`src/rtl/fetch_pc_gen_pkg.sv`:
```
// Shared types for the fetch PC generator; supplies ADDR_WIDTH / FETCH_FIFO_DEPTH defaults
// when no defines.vh has set them.
`ifndef ADDR_WIDTH
`define ADDR_WIDTH 16
`endif
`ifndef FETCH_FIFO_DEPTH
`define FETCH_FIFO_DEPTH 4
`endif

package fetch_pc_gen_pkg;
  localparam int AW      = `ADDR_WIDTH;
  localparam int ENTRY_W = 2*AW + 1;

  typedef struct packed {
    logic [AW-1:0] pc;
    logic [AW-1:0] pred_next;
    logic          hit;
  } pred_entry_t;

  // Sequential successor; wraps modulo 2^AW.
  function automatic logic [AW-1:0] pc_inc(input logic [AW-1:0] p);
    return p + {{(AW-1){1'b0}}, 1'b1};
  endfunction
endpackage

```
`src/rtl/fetch_pc_gen_pred_fifo.sv`:
```
// In-flight prediction FIFO; zero-latency head, clear beats push/pop.
// A push is accepted when not full, or when full with a simultaneous pop.
module pred_fifo
  import fetch_pc_gen_pkg::*;
#(
  parameter int DEPTH = 4
) (
  input  logic        clk,
  input  logic        rst,
  input  logic        push,
  input  logic        pop,
  input  logic        clear,
  input  pred_entry_t push_dat,
  output logic        full,
  output logic        empty,
  output pred_entry_t head_dat
);
  localparam int PW = $clog2(DEPTH);
  localparam int CW = PW + 1;
  localparam logic [CW-1:0] FULL_CNT = CW'(DEPTH);

  pred_entry_t   mem_q [DEPTH];
  logic [PW-1:0] head_q, head_d, tail_q, tail_d;
  logic [CW-1:0] count_q, count_d;
  logic          push_ok, pop_ok;

  assign full     = (count_q == FULL_CNT);
  assign empty    = (count_q == '0);
  assign head_dat = mem_q[head_q];
  assign pop_ok   = pop && !empty;
  assign push_ok  = push && (!full || pop_ok);

  always_comb begin
    head_d  = head_q;
    tail_d  = tail_q;
    count_d = count_q;
    if (clear) begin
      head_d  = '0;
      tail_d  = '0;
      count_d = '0;
    end else begin
      if (push_ok) tail_d = tail_q + PW'(1);
      if (pop_ok)  head_d = head_q + PW'(1);
      case ({push_ok, pop_ok})
        2'b10:   count_d = count_q + CW'(1);
        2'b01:   count_d = count_q - CW'(1);
        default: count_d = count_q;
      endcase
    end
  end

  always_ff @(posedge clk or posedge rst) begin
    if (rst) begin
      head_q  <= '0;
      tail_q  <= '0;
      count_q <= '0;
    end else begin
      head_q  <= head_d;
      tail_q  <= tail_d;
      count_q <= count_d;
    end
  end

  // Storage needs no reset: count gates every read.
  always_ff @(posedge clk) begin
    if (push_ok && !clear) mem_q[tail_q] <= push_dat;
  end
endmodule

```
`src/rtl/fetch_pc_gen.sv`:
```
// Fetch PC generator: table-driven next-PC, in-flight check, redirect/flush and table training.
// Optional FETCH_PRED_STATS_EN adds saturating resolve / mispredict counters.
module fetch_pc_gen
  import fetch_pc_gen_pkg::*;
#(
  parameter int            DEPTH    = `FETCH_FIFO_DEPTH,
  parameter logic [AW-1:0] RESET_PC = '0
) (
  input  logic          clk,
  input  logic          reset,
  input  logic          stall,
  output logic [AW-1:0] pc,
  output logic          pc_valid,
  output logic [AW-1:0] pred_next,
  output logic [AW-1:0] lut_read_key,
  input  logic [AW-1:0] lut_read_val,
  input  logic          lut_read_valid,
  input  logic          resolve_valid,
  input  logic          resolve_taken,
  input  logic [AW-1:0] resolve_target,
  output logic          flush,
  output logic          lut_write,
  output logic [AW-1:0] lut_write_key,
  output logic [AW-1:0] lut_write_val
`ifdef FETCH_PRED_STATS_EN
  ,
  output logic [31:0]   resolve_count,
  output logic [31:0]   mispredict_count
`endif
);
  logic [AW-1:0] pc_q, pc_d;
  logic          flush_q, flush_d;
  logic          lut_write_q, lut_write_d;
  logic [AW-1:0] lut_write_key_q, lut_write_key_d;
  logic [AW-1:0] lut_write_val_q, lut_write_val_d;
  logic [AW-1:0] actual;
  logic          fifo_full, fifo_empty, pop, fire, mispredict;
  pred_entry_t   head, push_dat;

  assign pred_next    = lut_read_valid ? lut_read_val : pc_inc(pc_q);
  assign lut_read_key = pc_q;
  assign actual       = resolve_taken ? resolve_target : pc_inc(head.pc);
  assign pop          = resolve_valid && !fifo_empty;
  assign mispredict   = pop && (actual != head.pred_next);
  assign fire         = !stall && !mispredict && (!fifo_full || pop);
  assign push_dat     = '{pc: pc_q, pred_next: pred_next, hit: lut_read_valid};

  pred_fifo #(.DEPTH(DEPTH)) u_fifo (
    .clk      (clk),
    .rst      (reset),
    .push     (fire),
    .pop      (pop),
    .clear    (mispredict),
    .push_dat (push_dat),
    .full     (fifo_full),
    .empty    (fifo_empty),
    .head_dat (head)
  );

  always_comb begin
    pc_d            = pc_q;
    lut_write_key_d = lut_write_key_q;
    lut_write_val_d = lut_write_val_q;
    if (mispredict)  pc_d = actual;
    else if (fire)   pc_d = pred_next;
    flush_d     = mispredict;
    // Train on taken branches the table missed or pointed elsewhere.
    lut_write_d = pop && resolve_taken && (!head.hit || head.pred_next != resolve_target);
    if (lut_write_d) begin
      lut_write_key_d = head.pc;
      lut_write_val_d = resolve_target;
    end
  end

  always_ff @(posedge clk or posedge reset) begin
    if (reset) begin
      pc_q            <= RESET_PC;
      flush_q         <= 1'b0;
      lut_write_q     <= 1'b0;
      lut_write_key_q <= '0;
      lut_write_val_q <= '0;
    end else begin
      pc_q            <= pc_d;
      flush_q         <= flush_d;
      lut_write_q     <= lut_write_d;
      lut_write_key_q <= lut_write_key_d;
      lut_write_val_q <= lut_write_val_d;
    end
  end

  assign pc            = pc_q;
  assign pc_valid      = fire;
  assign flush         = flush_q;
  assign lut_write     = lut_write_q;
  assign lut_write_key = lut_write_key_q;
  assign lut_write_val = lut_write_val_q;

`ifdef FETCH_PRED_STATS_EN
  logic [31:0] resolve_count_q, resolve_count_d;
  logic [31:0] mispredict_count_q, mispredict_count_d;

  always_comb begin
    resolve_count_d    = resolve_count_q;
    mispredict_count_d = mispredict_count_q;
    if (pop && resolve_count_q != '1)           resolve_count_d    = resolve_count_q + 32'd1;
    if (mispredict && mispredict_count_q != '1) mispredict_count_d = mispredict_count_q + 32'd1;
  end

  always_ff @(posedge clk or posedge reset) begin
    if (reset) begin
      resolve_count_q    <= '0;
      mispredict_count_q <= '0;
    end else begin
      resolve_count_q    <= resolve_count_d;
      mispredict_count_q <= mispredict_count_d;
    end
  end

  assign resolve_count    = resolve_count_q;
  assign mispredict_count = mispredict_count_q;
`endif
endmodule

```
`config.mk`:
```
export PLATFORM = sky130hd
export DESIGN_NAME = fetch_pc_gen
export DESIGN_NICKNAME = d
export VERILOG_FILES = /design/src/rtl/fetch_pc_gen_pkg.sv /design/src/rtl/fetch_pc_gen_pred_fifo.sv /design/src/rtl/fetch_pc_gen.sv
export SDC_FILE = /design/constraint.sdc
export NUM_CORES = 1
export LEC_CHECK = 0
export BUFFER_PORTS_ARGS = -buffer_cell sky130_fd_sc_hd__buf_2
export CAP_MARGIN = 20
export CORE_ASPECT_RATIO = 1.5
export CORE_MARGIN = 2
export CORE_UTILIZATION = 25
export DETAILED_ROUTE_END_ITERATION = 16
export HOLD_SLACK_MARGIN = 0.12
export SLEW_MARGIN = 20
export SYNTH_ARGS = -nofsm -noshare
export SYNTH_HDL_FRONTEND = slang
export SYNTH_HIERARCHICAL = 1
export SYNTH_SLANG_ARGS = --single-unit
```
`constraint.sdc`:
```
create_clock -name clk -period 8.2 [get_ports clk]
set_input_delay 0.41 -clock clk [delete_from_list [all_inputs] [get_ports clk]]
set_output_delay 0.41 -clock clk [all_outputs]
set_load 0.01 [all_outputs]
```
==> results.yml, run 1 <==
sta:
  hold_violations: 0
  rsz0062_at_grt: "no"
  fin_skew_ns: 0.00993
  max_freq_mhz: 161
  setup_tns_ns: 0
  drv_slew: 0
  setup_viol: 0
  relSlewSlack_pct: 44.2
  fin_ws_ns: 1.99
  final.period_utilization_pct: 75.8
  period_minus_slack_ns: 6.21
  tightest_slew_ns: 0.829
synthesis:
  ys_types: 73
  netlist_area_um2: 9310
  ys_ff_latch: 189
  async_flop_share_pct: 30.2
  synth_edf_count: 132
  synth_top_family_by_area: "multiplexers"
  synth_mux_area_share_pct: 16.1
  syn_avg_cell_area_um2: 14.0
  mappedNetlistNets: 709
  synthXorXnorAreaFrac_pct: 4.89
  yosys.area_share.simple_pct: 8.23
  synth_fa_ha_area_share_pct: 1.02
  syn_inst: 664
  ys_seq_area_share_pct: 57.9
  synth_compound_area_share_pct: 7.25
  yosys_warnings: 6
  synth_top_flop_cell: "edfxtp_1"
worst_setup_path:
  timing.rr.end: "u_fifo/count_q[2]"
  critPathBufInv: 2
  r2r-start: "u_fifo/head_q[1]"
  worst_setup_path_start_kind: "flop"
  cp.required_ns: 8.51
  crit_start: "u_fifo/head_q[1]"
  end_kind: "flop"
  r2r_cells: 16
  crit_fanout: 18
  cp_slowest_cell: "dfrtp_1"
  crit_chain: "buf_4 > mux4_2 > nand4_2 > nor4_2 > xor2_1 > mux2i_1 > o2111ai_1 > a2111o_1 > o21ai_2 > buf_4 > and2_1 > nor2_1 > fa_1 > or3b_2 > a32oi_1 > a31oi_1"
  crit_family: "simple AND/OR/NAND/NOR gates"
  crit_arrival_ns: 6.52
  cp_slowest_stage_delay_ns: 0.83
  rrSetupSlack_ns: 1.99
  path_class: "flop to flop"
  path_common_cell: "buf_4"
finish:
  n_fill_cell: 3661
  area_growth_pct: 16.7
  diodes: 0
  drive_above_1_share_pct: 33.9
  seq_area_um2: 5390
  multi_input_area_um2: 3510
  nNetsFinal: 806
power_and_ir_drop:
  leakage_nw: 4.02
  ir_drop_mv: 0.177
  pwr_density_cell_nw_per_um2: 375
floorplan:
  start_util_pct: 25.4
  io_pins: 121
  die_w_um: 162
  dieArea_um2: 38800
  die_h_um: 240
  num_rows: 86
  core_um2: 36700
routing:
  wl_per_cell_um: 20.3
  wl_um: 25600
  ant_nets: 0
  drt_first_pass_iters: 4
  via_per_inst: 4.69
  drt_iter0_drc: 387
  remaining_drc_errors: 0
  vias: 5906
status:
  status: "complete, no violations"
clock_network:
  cts_buffers: 17
  cts_sinks: 189
  cts_hold_buf: 1
  clock_path_buffers: 2
  post_cts_buffers: 0
  insertion_delay_ns: 0.45
  cts_root_buf: "clkbuf_16"
  cts_resized: 0
  cts_max_level: 4
  path_clk_slew_ns: 0.07
  cts_tree: "done"
global_routing:
  grt_max_degree: 51
  grtUsageTotal_pct: 13.4
  grt_pass1_wl_um: 37700
  grt-ovfl-total: 0
  antenna_found_initial: 1
  grt_pass1_vias: 5980
placement:
  dp_slack_ns: 2.09
  hpwl_um: 18800
  gp_congestion: 0.842
  port_buffers: 120
min_path:
  min-delay-start: "resolve_target[6]"
  whs_path_depth: 2
  holdPathEnd: "lut_write_val[6]"
  hp-class: "input port to flop"
job:
  drv_cap: 0
## final cells by class
type / count / share of cell area, %
clock buffers: 17 / 3.92
clock inverters: 15 / 1.27
inverters: 21 / 0.726
multi-input cells: 398 / 32.4
flip-flops and latches: 189 / 49.6
well taps: 484 / 5.58
repair buffers: 134 / 6.52
## worst max-delay path by stage
stage,to,slack [ns],cells after the start
after global placement,u_fifo/count_q[2],2.19,16
after global routing,u_fifo/count_q[2],1.80,16
after detailed placement,u_fifo/count_q[2],2.09,16
final,u_fifo/count_q[2],1.99,16
after CTS,u_fifo/count_q[2],2.06,16
after floorplan,u_fifo/mem_q[0][0],1.26,17
## metal layers
layer | up-vias | global-route usage [%] | wire [um]
met3 | 38 | 2.69 | 1160
met1 | 2999 | 15.5 | 10200
li1 | 2695 | - | -
met5 | - | 0 | 0
met4 | 0 | 6.52 | 870
met2 | 174 | 23.5 | 13300
## logic make-up (layout without fill, tap and decap cells)
logic type,Yosys count,in the layout
flops,189,189
simple gates,140,140
mux,101,101
compound gates,98,98
buf+inv,77,187
xor+xnor,52,52
fa+ha+maj,7,7
## registers in the layout (all words and copies together) (netlist names)
name,count
u_fifo/count_q,3
lut_write,1
u_fifo/mem_q,132
u_fifo/head_q,2
u_fifo/tail_q,2
lut_write_val,16
lut_write_key,16
lut_read_key,16
flush,1
## worst reg2reg max path, stage by stage (launching register included)
cell and delay, ns:
dfrtp_1 0.83, buf_4 0.33, mux4_2 0.40, nand4_2 0.42
nor4_2 0.60, xor2_1 0.15, mux2i_1 0.46, o2111ai_1 0.17
a2111o_1 0.43, o21ai_2 0.15, buf_4 0.34, and2_1 0.47
nor2_1 0.12, fa_1 0.44, or3b_2 0.48, a32oi_1 0.20
a31oi_1 0.09
## cell usage after synthesis, drive strengths merged, types with 6 or more instances
cell	count	area [um2]
inv	21	78.8
nand4	10	83.8
xor2	28	245
nand2	35	131
ha	6	75.1
nand3	14	70.1
mux2i	26	264
mux4	33	743
a21oi	16	80.1
nor3	6	30.0
a31oi	7	43.8
mux2	42	488
nor2	31	116
clkbuf	16	60.1
dfrtp	57	1430
o21ai	26	134
xnor2	24	210
and3	9	56.3
nor4	6	71.3
edfxtp	132	3960
buf	40	292
## placed cells by master (no fill, tap or decap), types with 25 or more instances in the layout
| cell type | count |
|---|---|
| nand2_1 | 35 |
| xor2_1 | 28 |
| edfxtp_1 | 132 |
| dfrtp_1 | 56 |
| mux2i_1 | 25 |
| nor2_1 | 31 |
| mux2_2 | 38 |
| mux4_2 | 33 |
| buf_2 | 120 |
## metrics by stage
stage          util (%)  cells  total power [mW]  hold WS, ns  cell area, um2
2_1_floorplan         -    664              2.75        0.213            9310
3_3_place_gp       28.0   1225              3.31        0.411           10300
3_5_place_dp       28.0   1225              3.32        0.415           10300
4_1_cts            29.6   1258              4.12        0.239           10900
5_1_grt            29.6   1258              4.31        0.247           10900
6_report           29.6   1258              4.07        0.251           10900
## where the power goes
part	total [mW]	switching (mW)	internal, mW
Combinational	1.68	0.979	0.698
Sequential	1.61	0.252	1.35
Clock	0.789	0.391	0.398
Total	4.07	1.62	2.45
(Power assumes the default switching activity.)
==> inputs of run 2 (changes only) <==
- clock period: 8.2 -> 5.14 ns (I/O delays scaled with it)
==> results.yml, run 2 (same netlist as run 1, synthesis figures left out) <==
status:
  status: "complete, no violations"
clock_network:
  cts_max_level: 4
  post_cts_buffers: 0
  clock_path_buffers: 2
  path_clk_slew_ns: 0.08
  cts_sinks: 189
  insertion_delay_ns: 0.46
  cts_tree: "done"
  cts_buffers: 17
  cts_root_buf: "clkbuf_16"
worst_setup_path:
  crit_chain: "buf_12 > mux4_2 > xnor2_1 > nand4_1 > nor4_2 > a32o_1 > o2111ai_1 > a2111o_1 > o21ai_2 > and2_4 > nor2_1 > fa_1 > or3b_2 > a32oi_1 > a31oi_1"
  crit_arrival_ns: 5.27
  cp.required_ns: 5.47
  r2r-start: "u_fifo/head_q[0]"
  rrSetupSlack_ns: 0.20
  crit_fanout: 14
  cp_slowest_stage_delay_ns: 0.61
  r2r_cells: 15
  worst_setup_path_start_kind: "flop"
  crit_family: "compound AO/OA/AOI/OAI gates"
  timing.rr.end: "u_fifo/count_q[2]"
  cp_slowest_cell: "dfrtp_4"
  critPathBufInv: 1
  end_kind: "flop"
  path_class: "flop to flop"
sta:
  relSlewSlack_pct: 37.5
  fin_ws_ns: 0.202
  fin_skew_ns: 0.0143
  rsz0062_at_grt: "no"
  hold_violations: 0
  max_freq_mhz: 203
  tightest_slew_ns: 0.927
  final.period_utilization_pct: 96.1
  setup_viol: 0
  fin_hold_ws_ns: 0.144
  drv_slew: 0
  period_minus_slack_ns: 4.94
min_path:
  holdPathEnd: "lut_write_val[14]"
  whs_path_depth: 2
  hp-class: "input port to flop"
  min-delay-start: "resolve_target[14]"
routing:
  drt_iter0_drc: 511
  drt_first_pass_iters: 8
  ant_nets: 0
  via_per_inst: 4.71
  remaining_drc_errors: 0
  wl_um: 26200
  wl_per_cell_um: 20.3
  vias: 6071
global_routing:
  grtUsageTotal_pct: 13.7
  grt_pass1_wl_um: 39000
  grt_pass1_vias: 6149
  grt_max_degree: 51
  grt-ovfl-total: 0
  antenna_found_initial: 0
floorplan:
  die_h_um: 240
  core_um2: 36700
  dieArea_um2: 38800
  start_util_pct: 25.4
  die_w_um: 162
  io_pins: 121
  num_rows: 86
finish:
  area_growth_pct: 20.9
  final_common_cell: "edfxtp_1"
  largest_register_ffs: 132
  mostFrequentLayoutCells: "edfxtp_1, buf_2, dfrtp_1"
  diodes: 0
  nNetsFinal: 837
  utilization_pct: 30.7
  top_register: "u_fifo/mem_q"
  stdcell_area_um2: 11300
  drive_above_1_share_pct: 35.2
power_and_ir_drop:
  p_int_mw: 4.03
  leakage_nw: 4.19
  p_total_mw: 6.68
  clockPowerShare_pct: 19.5
  seqPwrFrac_pct: 37.8
  switchingPower_mw: 2.65
  pwr-share-comb_pct: 42.7
  pwr_density_cell_nw_per_um2: 593
  swShare_pct: 39.6
  ir_drop_mv: 0.211
placement:
  post_dp_cell_area_um2: 10500
  gp_congestion: 0.875
  hpwl_um: 19600
  dp_slack_ns: -0.0426
  port_buffers: 120
job:
  drv_cap: 0
## run 2: cell types whose count changed in the layout (fill, tap and decap cells not counted), sizes merged
cell / delta
buf: +18
clkbuf: +1
clkinv: -4
clkinvlp: +2
dlygate4sd3: +13
inv: +1
## run 2: worst register-to-register path, cell delays in order, from the launching register on
cell and delay, ns:
dfrtp_4 0.61, buf_12 0.19, mux4_2 0.58, xnor2_1 0.41, nand4_1 0.17, nor4_2 0.42
a32o_1 0.28, o2111ai_1 0.12, a2111o_1 0.42, o21ai_2 0.17, and2_4 0.16, nor2_1 0.05
fa_1 0.44, or3b_2 0.48, a32oi_1 0.22, a31oi_1 0.10
## run 2: metal layers
metal	global-route usage, %	wire length (um)
met2	24.4	13800
met4	6.71	916
met3	2.40	1080
met1	15.9	10400
met5	0	0
## run 2: area by class of cell
class	count	area, um2
Tap cell	484	606
Sequential cell	189	5390
Clock inverter	14	158
Fill cell	3659	25400
Clock buffer	18	429
Timing Repair Buffer	165	1040
Inverter	21	78.8
Multi-Input combinational cell	398	3550
## run 2: how the worst max path moves through the flow
stage / cells after the start / slack (ns) / from / endpoint
detailed placement: 15 / -0.04 / u_fifo/head_q[0] / u_fifo/count_q[2]
global route: 15 / 0.03 / u_fifo/head_q[0] / u_fifo/count_q[2]
CTS: 15 / 0.14 / u_fifo/head_q[0] / u_fifo/count_q[2]
finish: 15 / 0.20 / u_fifo/head_q[0] / u_fifo/count_q[2]
floorplan: 17 / 0.07 / u_fifo/head_q[0] / u_fifo/mem_q[0][0]
global placement: 15 / -0.04 / u_fifo/head_q[0] / u_fifo/count_q[2]
## run 2: per-stage QoR
stage          TNS, ns  cells
2_1_floorplan        0    664
3_3_place_gp   -0.0435   1243
3_5_place_dp   -0.0426   1243
4_1_cts              0   1289
5_1_grt              0   1289
6_report             0   1289
## run 2: power groups by stage
stage	clock network, mW	logic (mW)	registers [mW]
global placement	0	2.86	2.55
global route	1.39	3.09	2.60
detailed placement	0	2.86	2.57
CTS	1.33	2.89	2.54
finish	1.30	2.85	2.53
floorplan	0	1.90	2.51
## run 2: what timing repair did
item                                    in CTS  in global routing
endpoints found under the setup margin      82                  1
hold endpoints to repair                    70                  0
hold buffers                                14                  0
resized for setup                            1                  1
==> inputs of run 3 (changes only) <==
- CORE_UTILIZATION: 25 -> 40
==> results.yml, run 3 (same netlist as run 1, synthesis figures left out) <==
floorplan:
  die_h_um: 191
  core_um2: 23000
  io_pins: 121
  die_w_um: 129
  start_util_pct: 40.5
  num_rows: 68
  dieArea_um2: 24500
global_routing:
  grt-ovfl-total: 0
  grt_busiest_layer: "met2"
  grt_max_degree: 38
  grt_pass1_vias: 6225
  grt_util_met1_pct: 24.8
  grtUsageTotal_pct: 20.3
  grt_pass1_wl_um: 36800
  grtUsageMet3_pct: 3.56
  grtUsageMet2_pct: 34.8
  antenna_found_initial: 1
clock_network:
  post_cts_buffers: 0
  path_clk_slew_ns: 0.07
  cts_tree: "done"
  cts_max_level: 4
  cts_root_buf: "clkbuf_16"
  cts_sinks: 189
  insertion_delay_ns: 0.45
  cts_buffers: 17
  clock_path_buffers: 2
placement:
  port_buffers: 120
  gp_congestion: 0.952
  dp.cells: 1027
  hpwl_um: 17500
  post_dp_cell_area_um2: 10200
  dp_slack_ns: 0.341
worst_setup_path:
  crit_arrival_ns: 5.19
  timing.rr.end: "u_fifo/count_q[2]"
  worst_setup_path_start_kind: "flop"
  crit_chain: "buf_4 > mux4_2 > xnor2_1 > nand4_1 > nor4_1 > a32o_1 > o2111ai_1 > a2111o_1 > o21ai_2 > and2_4 > nor2_1 > fa_1 > or3b_2 > a32oi_1 > a31oi_1"
  r2r-start: "u_fifo/head_q[0]"
  crit_fanout: 15
  cp_slowest_stage_delay_ns: 0.65
  cp.required_ns: 5.45
  crit_start: "u_fifo/head_q[0]"
  cp.depth: 15
  rrSetupSlack_ns: 0.27
  crit_family: "simple AND/OR/NAND/NOR gates"
  critPathBufInv: 1
  r2r_cells: 15
  end_kind: "flop"
  cp-endpoint: "u_fifo/count_q[2]"
  path_class: "flop to flop"
  cp_slowest_cell: "mux4_2"
finish:
  largest_register_ffs: 132
  stdcell_area_um2: 10900
  seq_area_um2: 5390
  drive_above_1_share_pct: 33.9
  top_register: "u_fifo/mem_q"
  final_common_cell: "edfxtp_1"
  area_growth_pct: 17.2
  diodes: 0
  utilization_pct: 47.5
  nNetsFinal: 825
  fin_cells: 1073
  mostFrequentLayoutCells: "edfxtp_1, buf_2, dfrtp_1"
  multi_input_area_um2: 3550
  n_fill_cell: 2024
sta:
  setup_viol: 0
  fin_ws_ns: 0.266
  hold_violations: 0
  setup_tns_ns: 0
  tightest_slew_ns: 0.933
  max_freq_mhz: 205
  drv_slew: 0
  relSlewSlack_pct: 37.1
  final.period_utilization_pct: 94.8
  fin_skew_ns: 0.0170
  period_minus_slack_ns: 4.87
  rsz0062_at_grt: "no"
  fin_hold_ws_ns: 0.128
power_and_ir_drop:
  pwr_density_cell_nw_per_um2: 610
  p_int_mw: 4.10
  seqPwrFrac_pct: 37.8
  switchingPower_mw: 2.55
  ir_drop_mv: 0.333
  p_total_mw: 6.66
  swShare_pct: 38.3
  pwr-share-comb_pct: 41.8
  leakage_nw: 4.15
  clockPowerShare_pct: 20.4
routing:
  via_per_inst: 5.64
  vias: 6049
  drt_first_pass_iters: 6
  remaining_drc_errors: 0
  wl_um: 24000
  ant_nets: 0
  drt_iter0_drc: 620
  wl_per_cell_um: 22.4
job:
  drv_cap: 0
min_path:
  hp-class: "input port to flop"
status:
  status: "complete, no violations"
run 3: worst min-delay path by stage:
| stage | slack, ns | cells after the start | startpoint | endpoint |
|---|---|---|---|---|
| floorplan | 0.06 | 1 | reset | u_fifo/count_q[0] |
| global placement | 0.23 | 2 | reset | u_fifo/tail_q[1] |
| detailed placement | 0.24 | 2 | reset | u_fifo/tail_q[1] |
| CTS | 0.12 | 2 | resolve_target[4] | lut_write_val[4] |
| global route | 0.13 | 2 | resolve_target[4] | lut_write_val[4] |
| finish | 0.13 | 2 | resolve_target[4] | lut_write_val[4] |
run 3: power by group through the flow:
stage               logic [mW]  clock network [mW]  registers [mW]
global placement          2.75                   0            2.53
detailed placement        2.78                   0            2.56
CTS                       2.79                1.38            2.53
floorplan                 1.90                   0            2.51
finish                    2.78                1.36            2.52
global route              2.99                1.45            2.57
run 3: area by class of cell:
class                           instances  share of cell area (%)
Sequential cell                       189                    49.4
Inverter                               21                   0.722
Timing Repair Buffer                  153                    8.56
Tap cell                              280                    3.21
Multi-Input combinational cell        398                    32.5
Clock inverter                         13                    1.63
Clock buffer                           19                    3.97
run 3: repair_timing:
| action | in CTS | in global routing |
|---|---|---|
| resized for setup | 0 | 0 |
| hold buffers | 14 | 0 |
| hold endpoints to repair | 33 | 0 |
| setup endpoints to repair | 0 | 0 |
run 3: layer usage:
metal	wire, um	part of all wire (%)
met3	964	4.0
met1	9700	40
met4	858	3.6
met5	13	0.054
met2	12500	52
